**config.mk**
```make
export PLATFORM = sky130hd
export DESIGN_NAME = decode_pipe
export DESIGN_NICKNAME = d
export VERILOG_FILES = /design/src/rtl/decode_pipe.sv
export SDC_FILE = /design/constraint.sdc
export NUM_CORES = 1
export LEC_CHECK = 0
export BUFFER_PORTS_ARGS = -buffer_cell sky130_fd_sc_hd__buf_4
export CORE_UTILIZATION = 58
export CTS_CLUSTER_SIZE = 25
export DETAILED_ROUTE_END_ITERATION = 7
export PLACE_DENSITY_LB_ADDON = 0.1
export SYNTH_ARGS = -nofsm -noshare
export SYNTH_HDL_FRONTEND = slang
export SYNTH_SLANG_ARGS = --single-unit
```
**constraint.sdc**
```tcl
create_clock -name clk -period 3.1 [get_ports clk]
set_input_delay 0.155 -clock clk [delete_from_list [all_inputs] [get_ports clk]]
set_output_delay 0.155 -clock clk [all_outputs]
set_load 0.005 [all_outputs]
```
**src/rtl/decode_pipe.sv**
```systemverilog
// decode_pipe: buffered MIPS decode stage -- instruction FIFO feeding a registered control bundle.
// Build option DECODE_HAZARD_EN: load-use stall with one-cycle bubble; undefined ties the stall low.
module decode_pipe #(
  parameter int W_CPU = 32,
  parameter int DEPTH = 4,
  parameter int W_CNT = $clog2(DEPTH + 1)
) (
  input  logic             clk,
  input  logic             rst_n,
  input  logic             in_valid,
  output logic             in_ready,
  input  logic [W_CPU-1:0] in_inst,
  input  logic [W_CPU-1:0] in_pc,
  input  logic             flush,
  output logic             out_valid,
  input  logic             out_ready,
  output logic [4:0]       wa,
  output logic [4:0]       ra1,
  output logic [4:0]       ra2,
  output logic             reg_wen,
  output logic             imm_ext,
  output logic [15:0]      imm,
  output logic [25:0]      addr,
  output logic [5:0]       alu_op,
  output logic [2:0]       pc_src,
  output logic [1:0]       mem_cmd,
  output logic             alu_src,
  output logic [1:0]       reg_src,
  output logic [W_CPU-1:0] out_pc,
  output logic             illegal,
  output logic [W_CNT-1:0] count
);

  localparam int PTR_W = $clog2(DEPTH);

  localparam logic       WREN         = 1'b1;
  localparam logic       WDIS         = 1'b0;
  localparam logic       IMM_ZERO_EXT = 1'b0;
  localparam logic       IMM_SIGN_EXT = 1'b1;
  localparam logic       ALU_SRC_REG  = 1'b0;
  localparam logic       ALU_SRC_IMM  = 1'b1;
  localparam logic [1:0] REG_SRC_ALU  = 2'd0;
  localparam logic [1:0] REG_SRC_MEM  = 2'd1;
  localparam logic [1:0] REG_SRC_PC   = 2'd2;
  localparam logic [1:0] MEM_NOP      = 2'd0;
  localparam logic [1:0] MEM_READ     = 2'd1;
  localparam logic [1:0] MEM_WRITE    = 2'd2;
  localparam logic [2:0] PC_SRC_NEXT  = 3'd0;
  localparam logic [2:0] PC_SRC_JUMP  = 3'd1;
  localparam logic [2:0] PC_SRC_BEQ   = 3'd2;
  localparam logic [2:0] PC_SRC_BNE   = 3'd3;
  localparam logic [2:0] PC_SRC_JR    = 3'd4;

  localparam logic [5:0] OP_RTYPE = 6'h00;
  localparam logic [5:0] OP_J     = 6'h02;
  localparam logic [5:0] OP_JAL   = 6'h03;
  localparam logic [5:0] OP_BEQ   = 6'h04;
  localparam logic [5:0] OP_BNE   = 6'h05;
  localparam logic [5:0] OP_ADDI  = 6'h08;
  localparam logic [5:0] OP_ADDIU = 6'h09;
  localparam logic [5:0] OP_SLTI  = 6'h0A;
  localparam logic [5:0] OP_SLTIU = 6'h0B;
  localparam logic [5:0] OP_ANDI  = 6'h0C;
  localparam logic [5:0] OP_ORI   = 6'h0D;
  localparam logic [5:0] OP_XORI  = 6'h0E;
  localparam logic [5:0] OP_LUI   = 6'h0F;
  localparam logic [5:0] OP_LW    = 6'h23;
  localparam logic [5:0] OP_SW    = 6'h2B;

  localparam logic [5:0] F_SLL  = 6'h00;
  localparam logic [5:0] F_SRL  = 6'h02;
  localparam logic [5:0] F_SRA  = 6'h03;
  localparam logic [5:0] F_SLLV = 6'h04;
  localparam logic [5:0] F_SRLV = 6'h06;
  localparam logic [5:0] F_SRAV = 6'h07;
  localparam logic [5:0] F_JR   = 6'h08;
  localparam logic [5:0] F_ADD  = 6'h20;
  localparam logic [5:0] F_ADDU = 6'h21;
  localparam logic [5:0] F_SUB  = 6'h22;
  localparam logic [5:0] F_SUBU = 6'h23;
  localparam logic [5:0] F_AND  = 6'h24;
  localparam logic [5:0] F_OR   = 6'h25;
  localparam logic [5:0] F_XOR  = 6'h26;
  localparam logic [5:0] F_NOR  = 6'h27;
  localparam logic [5:0] F_SLT  = 6'h2A;
  localparam logic [5:0] F_SLTU = 6'h2B;
  // LUI has no funct of its own; the ALU recognises this reserved code
  localparam logic [5:0] F_LUI  = 6'h3F;

  typedef struct packed {
    logic [4:0]  wa;
    logic [4:0]  ra1;
    logic [4:0]  ra2;
    logic        reg_wen;
    logic        imm_ext;
    logic [15:0] imm;
    logic [25:0] addr;
    logic [5:0]  alu_op;
    logic [2:0]  pc_src;
    logic [1:0]  mem_cmd;
    logic        alu_src;
    logic [1:0]  reg_src;
    logic        illegal;
  } ctrl_t;

  function automatic ctrl_t decode(input logic [31:0] inst);
    ctrl_t      c;
    logic [5:0] op;
    logic [5:0] fn;
    logic [4:0] rs;
    logic [4:0] rt;
    logic [4:0] rd;
    op = inst[31:26];
    rs = inst[25:21];
    rt = inst[20:16];
    rd = inst[15:11];
    fn = inst[5:0];
    c         = '0;
    c.reg_wen = WDIS;
    c.imm_ext = IMM_ZERO_EXT;
    c.pc_src  = PC_SRC_NEXT;
    c.mem_cmd = MEM_NOP;
    c.alu_src = ALU_SRC_REG;
    c.reg_src = REG_SRC_ALU;
    c.imm     = inst[15:0];
    c.addr    = inst[25:0];
    case (op)
      OP_RTYPE: begin
        case (fn)
          F_ADD, F_ADDU, F_SUB, F_SUBU, F_AND, F_OR, F_XOR, F_NOR, F_SLT, F_SLTU: begin
            c.wa = rd; c.ra1 = rs; c.ra2 = rt; c.reg_wen = WREN; c.alu_op = fn;
          end
          F_SLL, F_SRL, F_SRA: begin
            c.wa = rd; c.ra1 = rt; c.reg_wen = WREN; c.alu_op = fn;
          end
          F_SLLV, F_SRLV, F_SRAV: begin
            c.wa = rd; c.ra1 = rt; c.ra2 = rs; c.reg_wen = WREN; c.alu_op = fn;
          end
          F_JR: begin
            c.ra1 = rs; c.pc_src = PC_SRC_JR;
          end
          default: c.illegal = 1'b1;
        endcase
      end
      OP_ADDI, OP_ADDIU, OP_SLTI, OP_SLTIU, OP_ANDI, OP_ORI, OP_XORI, OP_LUI: begin
        c.wa      = rt;
        c.ra1     = (op == OP_LUI) ? 5'd0 : rs;
        c.reg_wen = WREN;
        c.alu_src = ALU_SRC_IMM;
        case (op)
          OP_ADDI:  begin c.alu_op = F_ADD;  c.imm_ext = IMM_SIGN_EXT; end
          OP_ADDIU: begin c.alu_op = F_ADDU; c.imm_ext = IMM_SIGN_EXT; end
          OP_SLTI:  begin c.alu_op = F_SLT;  c.imm_ext = IMM_SIGN_EXT; end
          OP_SLTIU: begin c.alu_op = F_SLTU; c.imm_ext = IMM_SIGN_EXT; end
          OP_ANDI:  begin c.alu_op = F_AND;  c.imm_ext = IMM_ZERO_EXT; end
          OP_ORI:   begin c.alu_op = F_OR;   c.imm_ext = IMM_ZERO_EXT; end
          OP_XORI:  begin c.alu_op = F_XOR;  c.imm_ext = IMM_ZERO_EXT; end
          default:  begin c.alu_op = F_LUI;  c.imm_ext = IMM_ZERO_EXT; end
        endcase
      end
      OP_LW: begin
        c.wa = rt; c.ra1 = rs; c.reg_wen = WREN; c.alu_op = F_ADDU; c.alu_src = ALU_SRC_IMM;
        c.imm_ext = IMM_SIGN_EXT; c.mem_cmd = MEM_READ; c.reg_src = REG_SRC_MEM;
      end
      OP_SW: begin
        c.ra1 = rs; c.ra2 = rt; c.alu_op = F_ADDU; c.alu_src = ALU_SRC_IMM;
        c.imm_ext = IMM_SIGN_EXT; c.mem_cmd = MEM_WRITE;
      end
      OP_BEQ, OP_BNE: begin
        c.ra1 = rs; c.ra2 = rt; c.alu_op = F_SUBU; c.imm_ext = IMM_SIGN_EXT;
        c.pc_src = (op == OP_BEQ) ? PC_SRC_BEQ : PC_SRC_BNE;
      end
      OP_J:   c.pc_src = PC_SRC_JUMP;
      OP_JAL: begin
        c.wa = 5'd31; c.reg_wen = WREN; c.pc_src = PC_SRC_JUMP; c.reg_src = REG_SRC_PC;
      end
      default: c.illegal = 1'b1;
    endcase
    return c;
  endfunction

  logic [W_CPU-1:0] inst_mem_r [DEPTH];
  logic [W_CPU-1:0] pc_mem_r   [DEPTH];
  logic [PTR_W-1:0] wr_ptr_r;
  logic [PTR_W-1:0] rd_ptr_r;
  logic             empty_s;
  logic             push_s;
  logic             stall_s;
  logic             advance_s;
  logic             pop_s;
  ctrl_t            head_s;

  assign in_ready  = (count != W_CNT'(DEPTH));
  assign empty_s   = (count == {W_CNT{1'b0}});
  assign push_s    = in_valid & in_ready & ~flush;
  assign head_s    = decode(inst_mem_r[rd_ptr_r][31:0]);
`ifdef DECODE_HAZARD_EN
  // unused source fields decode to 0, so a plain compare respects each class's operands
  assign stall_s   = out_valid & (mem_cmd == MEM_READ) & (wa != 5'd0) &
                     ((head_s.ra1 == wa) | (head_s.ra2 == wa));
`else
  assign stall_s   = 1'b0;
`endif
  assign advance_s = ~empty_s & (~out_valid | out_ready) & ~stall_s;
  assign pop_s     = advance_s & ~flush;

  // FIFO storage, written only on an accepted push
  always_ff @(posedge clk or negedge rst_n) begin
    if (!rst_n) begin
      for (int i = 0; i < DEPTH; i++) begin
        inst_mem_r[i] <= '0;
        pc_mem_r[i]   <= '0;
      end
    end else if (push_s) begin
      inst_mem_r[wr_ptr_r] <= in_inst;
      pc_mem_r[wr_ptr_r]   <= in_pc;
    end
  end

  // FIFO pointers and occupancy
  always_ff @(posedge clk or negedge rst_n) begin
    if (!rst_n) begin
      wr_ptr_r <= '0;
      rd_ptr_r <= '0;
      count    <= '0;
    end else if (flush) begin
      wr_ptr_r <= '0;
      rd_ptr_r <= '0;
      count    <= '0;
    end else begin
      if (push_s) wr_ptr_r <= wr_ptr_r + 1'b1;
      if (pop_s)  rd_ptr_r <= rd_ptr_r + 1'b1;
      case ({push_s, pop_s})
        2'b10:   count <= count + 1'b1;
        2'b01:   count <= count - 1'b1;
        default: count <= count;
      endcase
    end
  end

  // Output stage: load on advance, drop valid on drain, bundle fields hold otherwise
  always_ff @(posedge clk or negedge rst_n) begin
    if (!rst_n) begin
      out_valid <= 1'b0;
      wa        <= 5'd0;
      ra1       <= 5'd0;
      ra2       <= 5'd0;
      reg_wen   <= WDIS;
      imm_ext   <= IMM_ZERO_EXT;
      imm       <= 16'd0;
      addr      <= 26'd0;
      alu_op    <= 6'd0;
      pc_src    <= PC_SRC_NEXT;
      mem_cmd   <= MEM_NOP;
      alu_src   <= ALU_SRC_REG;
      reg_src   <= REG_SRC_ALU;
      illegal   <= 1'b0;
      out_pc    <= '0;
    end else if (flush) begin
      out_valid <= 1'b0;
    end else if (advance_s) begin
      out_valid <= 1'b1;
      wa        <= head_s.wa;
      ra1       <= head_s.ra1;
      ra2       <= head_s.ra2;
      reg_wen   <= head_s.reg_wen;
      imm_ext   <= head_s.imm_ext;
      imm       <= head_s.imm;
      addr      <= head_s.addr;
      alu_op    <= head_s.alu_op;
      pc_src    <= head_s.pc_src;
      mem_cmd   <= head_s.mem_cmd;
      alu_src   <= head_s.alu_src;
      reg_src   <= head_s.reg_src;
      illegal   <= head_s.illegal;
      out_pc    <= pc_mem_r[rd_ptr_r];
    end else if (out_valid && out_ready) begin
      out_valid <= 1'b0;
    end
  end

endmodule

```
==> results of run 1 <==
what timing repair did:
item,in CTS,in global routing
endpoints found under the setup margin,0,0
hold buffers,68,0
endpoints found under the hold margin,345,0
through the flow:
step | utilization (%) | hold WS, ps
after detailed placement | 65.5 | 206
after floorplan | - | -141
final | 72.6 | 141
after global routing | 72.6 | 168
after global placement | 65.5 | 210
after CTS | 72.5 | 127
flip-flops by register name (all words and copies together) (netlist names), 2 cells and up:
signal / cells
ra1: 5
wr_ptr_r: 2
alu_op: 6
mem_cmd: 2
wa: 5
inst_mem_r: 128
count: 3
ra2: 5
out_pc: 32
pc_src: 3
rd_ptr_r: 2
pc_mem_r: 128
reg_src: 2
imm: 15
addr: 11
cell type report:
cell class,count,area [µm²],share of cell area (%)
clock inverters,11,72.6,0.383
clock buffers,53,1100,5.79
multi-input cells,672,6160,32.5
repair buffers,270,2320,12.2
inverters,5,18.8,0.0990
flip-flops and latches,354,8870,46.8
diodes,2,5.00,0.0264
well taps,335,419,2.21
final timing paths:
check | start | to | slack [ps] | depth (start not counted)
worst max-delay path | rd_ptr_r[0]$_DFFE_PN0P_ | alu_op[2]$_DFFE_PN0P_ | 310 | 6
worst min-delay path | in_valid | wr_ptr_r[0]$_DFFE_PN0P_ | 140 | 4
worst max register to register | rd_ptr_r[0]$_DFFE_PN0P_ | alu_op[2]$_DFFE_PN0P_ | 310 | 6
worst min register to register | out_pc[27]$_DFFE_PN0P_ | out_pc[27]$_DFFE_PN0P_ | 480 | 2
max in group asynchronous | rst_n | pc_mem_r[70]$_DFFE_PN0P_ | 1960 | 3
min in group asynchronous | rst_n | imm[3]$_DFFE_PN0P_ | 250 | 2
cells in the mapped netlist (3+ instances only):
| cell | n |
|---|---|
| a21o_1 | 3 |
| a21oi_1 | 11 |
| a221o_1 | 4 |
| a221oi_1 | 5 |
| a22oi_1 | 6 |
| a31oi_1 | 3 |
| buf_2 | 29 |
| buf_4 | 17 |
| clkbuf_1 | 22 |
| clkbuf_8 | 4 |
| dfrtp_1 | 354 |
| ha_1 | 4 |
| inv_1 | 5 |
| mux2_2 | 256 |
| mux4_1 | 4 |
| mux4_2 | 59 |
| nand2_1 | 211 |
| nand2b_1 | 5 |
| nand3_1 | 4 |
| nor2_1 | 22 |
| nor2b_1 | 5 |
| nor3_1 | 5 |
| o21ai_0 | 10 |
| o21ai_1 | 9 |
| xor2_1 | 4 |
per-layer routing:
metal | GRT usage, % | vias up | share of wire [%]
met5 | 0 | - | 0
met4 | 7.46 | 0 | 1.9
met3 | 3.52 | 54 | 4.4
met2 | 41.7 | 223 | 49
met1 | 36.3 | 4996 | 45
li1 | - | 4382 | -
kinds of logic (layout without fill, tap and decap cells):
family          after synthesis  after routing  synth area share (%)
xor+xnor                      6              6                 0.340
other cells                   0              2                     0
fa+ha+maj                     5              5                 0.453
flops                       354            354                  57.3
mux                         321            321                  28.1
simple gates                273            273                  7.45
compound gates               67             67                  3.23
buf+inv                      80            339                  3.08
worst max-delay path: stages, from the launching register on:
cell and delay [ps]:
dfrtp_4 710, mux4_1 780, nor3_2 380, nand2_2 220, a21oi_4 330, a22oi_1 130
o21ai_1 160
cell usage in the layout (no fill, tap or decap), types with 6 or more instances in the layout:
cell	count
clkbuf_8	9
dfrtp_1	352
clkbuf_1	6
mux4_2	59
clkbuf_16	38
buf_4	192
clkinv_2	8
a22oi_1	6
buf_12	9
o21ai_1	9
mux2_2	256
dlygate4sd3_1	68
o21ai_0	10
a21oi_1	11
nand2_1	207
nor2_1	22
power by group through the flow:
stage | registers (µW) | logic [µW] | clock network [µW]
final | 7760 | 6490 | 4250
after detailed placement | 7800 | 6420 | 0
after floorplan | 7410 | 4630 | 0
after global routing | 8010 | 7110 | 4490
after global placement | 7720 | 6250 | 0
after CTS | 7750 | 6520 | 4330
==> run metrics, run 1 <==
H-tree levels 2; CTS buffer count 37; syn_area_per_cell 14.0 µm²; Die Span Y 165 µm; DRC errors left 33; Initial Utilization 59.2%; Sw Ratio 31.2%; Final Setup Violations 0; Internal Dissipation 12,700 µW; # rows 59; Reg power frac 41.9%; post-route cell area 19,000 µm²; Most used DFF post-synth dfrtp_1; initial antenna violation count 2; post-synthesis net count 1,180; Power Total 18,500 µW; Psw 5770 µW; Syn-to-layout area delta 22.6%; outcome complete, but fails checks; Crit path required time 3520 ps; Routed WL 33,600 µm; clock transition at the registers of the reported paths 60 ps; Setup Skew 30.4 ps; Hold Crit Class input pin to register; routability cong. 0.921; Max Cap Viol 0; Area contributors post-synth dfrtp_1 (57%), mux2_2 (19%), mux4_2 (8.6%), nand2_1 (5.1%), buf_2 (0.94%); core area 26,100 µm²; drt first-iter violations 726; Max Freq 359 MHz; die area 27,300 µm²; RSZ-0062 raised after global routing false; DRT Pass-1 Iters 6; clk_lat worst skew 520 ps; Tmin final 2790 ps; Nets 1,414; DR vias/cell 5.67; fin. max-slew vios 0; Comb power frac 35.1%; Final WS setup 311 ps; via count 9,655; Final Hold Viols 0; Slew Limit Headroom 52.5%; number of synthesized flops with an enable pin 0; global-route wire length before repair 54,100 µm; worst-path fanout max 23; WP data arrival 3210 ps; Synth Register Bits 354; I/O Pins 180; final setup TNS 0 ps; Clock power frac 23.0%; GRT Overall Usage 25.7%; DP Area 17,100 µm²; Leakage Power 0.00898 µW; top cell type by total area after synthesis dfrtp_1; clk sinks 354; Inst Count DP 1,568; Cell Count, Final, Fillers Out 1,702; total global routing overflow 0; Filler cells 1,788; Syn Inst Count 1,106; drt wl/cell 19.8 µm; clock root buffer clkbuf_16; post-CTS sizing 0; Synth async-reset ratio 100%; YS warnings 0; largest net degree at the start of global routing 87; setup bufs post-CTS 0; vias in the first global route 10,216; crit share post-route 90.0%; IO Port Bufs 179; CTS tree done; DP Worst Slack 314 ps; Cell Area, Synth 15,500 µm²; synth unique cells 65; post-synth top area share 57.3%; Die Width 165 µm; clock tree buffer depth 3; Slew @ Worst Pin 709 ps; Routed Antenna Nets 0; fraction of layout cells with a size suffix above 1 43.9%; failing checks design-rule violations; Crit. End Element register; Power Density 975 nW/µm²; startpoint types register; CP Class register to register; post-DP HPWL 21,100 µm; Seq/Total Area, Yosys 57.3%; Worst VDD drop 0.491 mV
Power figures use the tool's default switching activity.
==> run 2, diff against run 1 <==
CORE_ASPECT_RATIO = 0.5   (was default)
MAX_ROUTING_LAYER = met4   (was default)
==> run 2 against run 1 <==
Net effect: the flow now finishes without violations; critical path type unchanged; non-clock buffer count unchanged; global-route usage increased by 1.5 points; largest power group unchanged; via count increased by 0.52%; combinational power about the same; sequential power about the same; final area decreased by 0.50%; die area increased by 0.14%; flip-flop and latch count unchanged; clock skew decreased by 17 ps.
==> run metrics, run 2 (synthesis gave the netlist of run 1 again) <==
outcome finished clean; clk_lat worst skew 560 ps (+40 ps); Power Density 970 nW/µm² (-0.56%); Hold Slack 198 ps (+57.3 ps); Power Total 18,300 µW (-1.1%); final setup TNS 0 ps (unchanged); Filler cells 1,719 (-3.9%); Die Span Y 117 µm (-29%); Setup Skew 13.2 ps (-17.2 ps); core area 25,700 µm² (-1.7%); Leakage Power 0.00891 µW (-0.69%); H-tree levels 1 (-1); fin. max-slew vios 0 (unchanged); commonest cells after routing, fill and taps aside dfrtp_1 (352), mux2_2 (256), nand2_1 (207), buf_4 (191), dlygate4sd3_1 (68); Routed WL 34,300 µm (+1.9%); Routed Antenna Nets 0 (unchanged); via count 9,705 (+0.52%); DRT Pass-1 Iters 4 (-2); commonest non-fill, non-tap cell in the layout dfrtp_1; global-route wire length before repair 56,500 µm (+4.5%); Syn-to-layout area delta 22.0%; Final Core Density 73.4% (+0.85 points); Nets 1,408 (-0.42%); fraction of layout cells with a size suffix above 1 43.5% (-0.40 points); biggest regs inst_mem_r: 128 flops, pc_mem_r: 128 flops, out_pc: 32 flops; IO Port Bufs 179 (unchanged); Slew @ Worst Pin 764 ps (+54.8 ps); CTS tree done; setup bufs post-CTS 0 (unchanged); DRC errors left 0 (-100%); drt wl/cell 20.1 µm (+1.9%); clk sinks 354 (unchanged); DP Area 17,100 µm² (+0.14%); worst-path fanout max 24 (+4.3%); antenna cells 0 (-2); multi-input logic area 6160 µm² (unchanged); post-route cell area 18,900 µm² (-0.50%); startpoint types register; crit share post-route 85.3% (-4.7 points); Final Setup Violations 0 (unchanged); CTS buffer count 31 (-16%); r2r worst-path depth 7 (+1); total global routing overflow 0 (unchanged); Slew Limit Headroom 49.1% (-3.5 points); Initial Utilization 60.2% (+0.99 points); vias in the first global route 10,547 (+3.2%); WP data arrival 3120 ps (-90 ps); Max Cap Viol 0 (unchanged); Crit. End Element register; die area 27,400 µm² (+0.14%); reg2reg start rd_ptr_r[1]$_DFFE_PN0P_; Hold Crit Class input pin to async pin; GRT Overall Usage 27.2% (+1.5 points); largest net degree at the start of global routing 82 (-5.7%); drt first-iter violations 594 (-18%); DR vias/cell 5.71 (+0.58%); Tmin final 2640 ps (-145 ps); Crit path required time 3580 ps (+60 ps); Max Freq 378 MHz (+5.5%); clock tree buffer depth 3 (unchanged); flop2flop setup slack 460 ps (+140 ps); initial antenna violation count 0 (-2); Final Hold Viols 0 (unchanged); clock root buffer clkbuf_16; CP Class register to register; RSZ-0062 raised after global routing false; I/O Pins 180 (unchanged); Worst VDD drop 0.460 mV (-6.4%); Die Width 233 µm (+41%); Reg area 8870 µm² (unchanged); clock transition at the registers of the reported paths 70 ps (about the same); routability cong. 0.920 (-0.15%); # rows 41 (-31%); post-DP HPWL 21,200 µm (+0.79%); R2R Path End wa[4]$_DFFE_PN0P_
[run 2: cell count changes in the layout (fill, tap and decap cells not counted), moves of 2 or more]
cell and change:
bufinv_16 +5, clkbuf_16 -7, clkbuf_8 -5, diode_2 -2
[run 2: power breakdown]
part | switching (µW) | internal (µW)
logic | 2880 | 3640
clock network | 1690 | 2350
registers | 1130 | 6610
[run 2: cell type report]
type                    instances  area share [%]
clock buffers                  42            4.54
clock inverters                14            1.06
inverters                       5          0.0995
multi-input cells             672            32.7
flip-flops and latches        354            47.0
well taps                     344            2.28
repair buffers                270            12.3
[run 2: worst max-delay path by stage]
stage | start | slack, ps | endpoint
detailed placement | rd_ptr_r[0]$_DFFE_PN0P_ | 500 | ra1[1]$_DFFE_PN0P_
global route | rd_ptr_r[1]$_DFFE_PN0P_ | 250 | wa[4]$_DFFE_PN0P_
global placement | rd_ptr_r[1]$_DFFE_PN0P_ | 540 | wa[4]$_DFFE_PN0P_
CTS | rd_ptr_r[0]$_DFFE_PN0P_ | 470 | ra1[1]$_DFFE_PN0P_
floorplan | count[0]$_DFFE_PN0P_ | 610 | count[2]$_DFFE_PN0P_
finish | rd_ptr_r[1]$_DFFE_PN0P_ | 460 | wa[4]$_DFFE_PN0P_
[run 2: repair_timing]
item                                   4_1_cts  5_1_grt
resized for setup                            0        0
hold buffers                                68        0
endpoints found under the hold margin      338        0
[run 2: through the flow]
stage | cells | setup slack [ps]
after floorplan | 1106 | 610
after global placement | 1577 | 543
after detailed placement | 1577 | 498
after CTS | 1701 | 471
after global routing | 1701 | 252
final | 1701 | 456
[run 2: per-layer routing]
metal	up-vias	wire (µm)	global-route usage, %
met5	-	0	-
met4	0	639	6.13
met3	57	1210	3.72
met2	196	17500	44.5
met1	5075	14900	36.5
li1	4377	-	-
[run 2: worst max-delay path: stages, from the launching register on]
cell and delay, ps:
dfrtp_4 690, buf_4 370, mux4_2 400, nor3_1 270
nand2b_1 200, a21oi_4 330, a221oi_1 130, o21ai_1 150
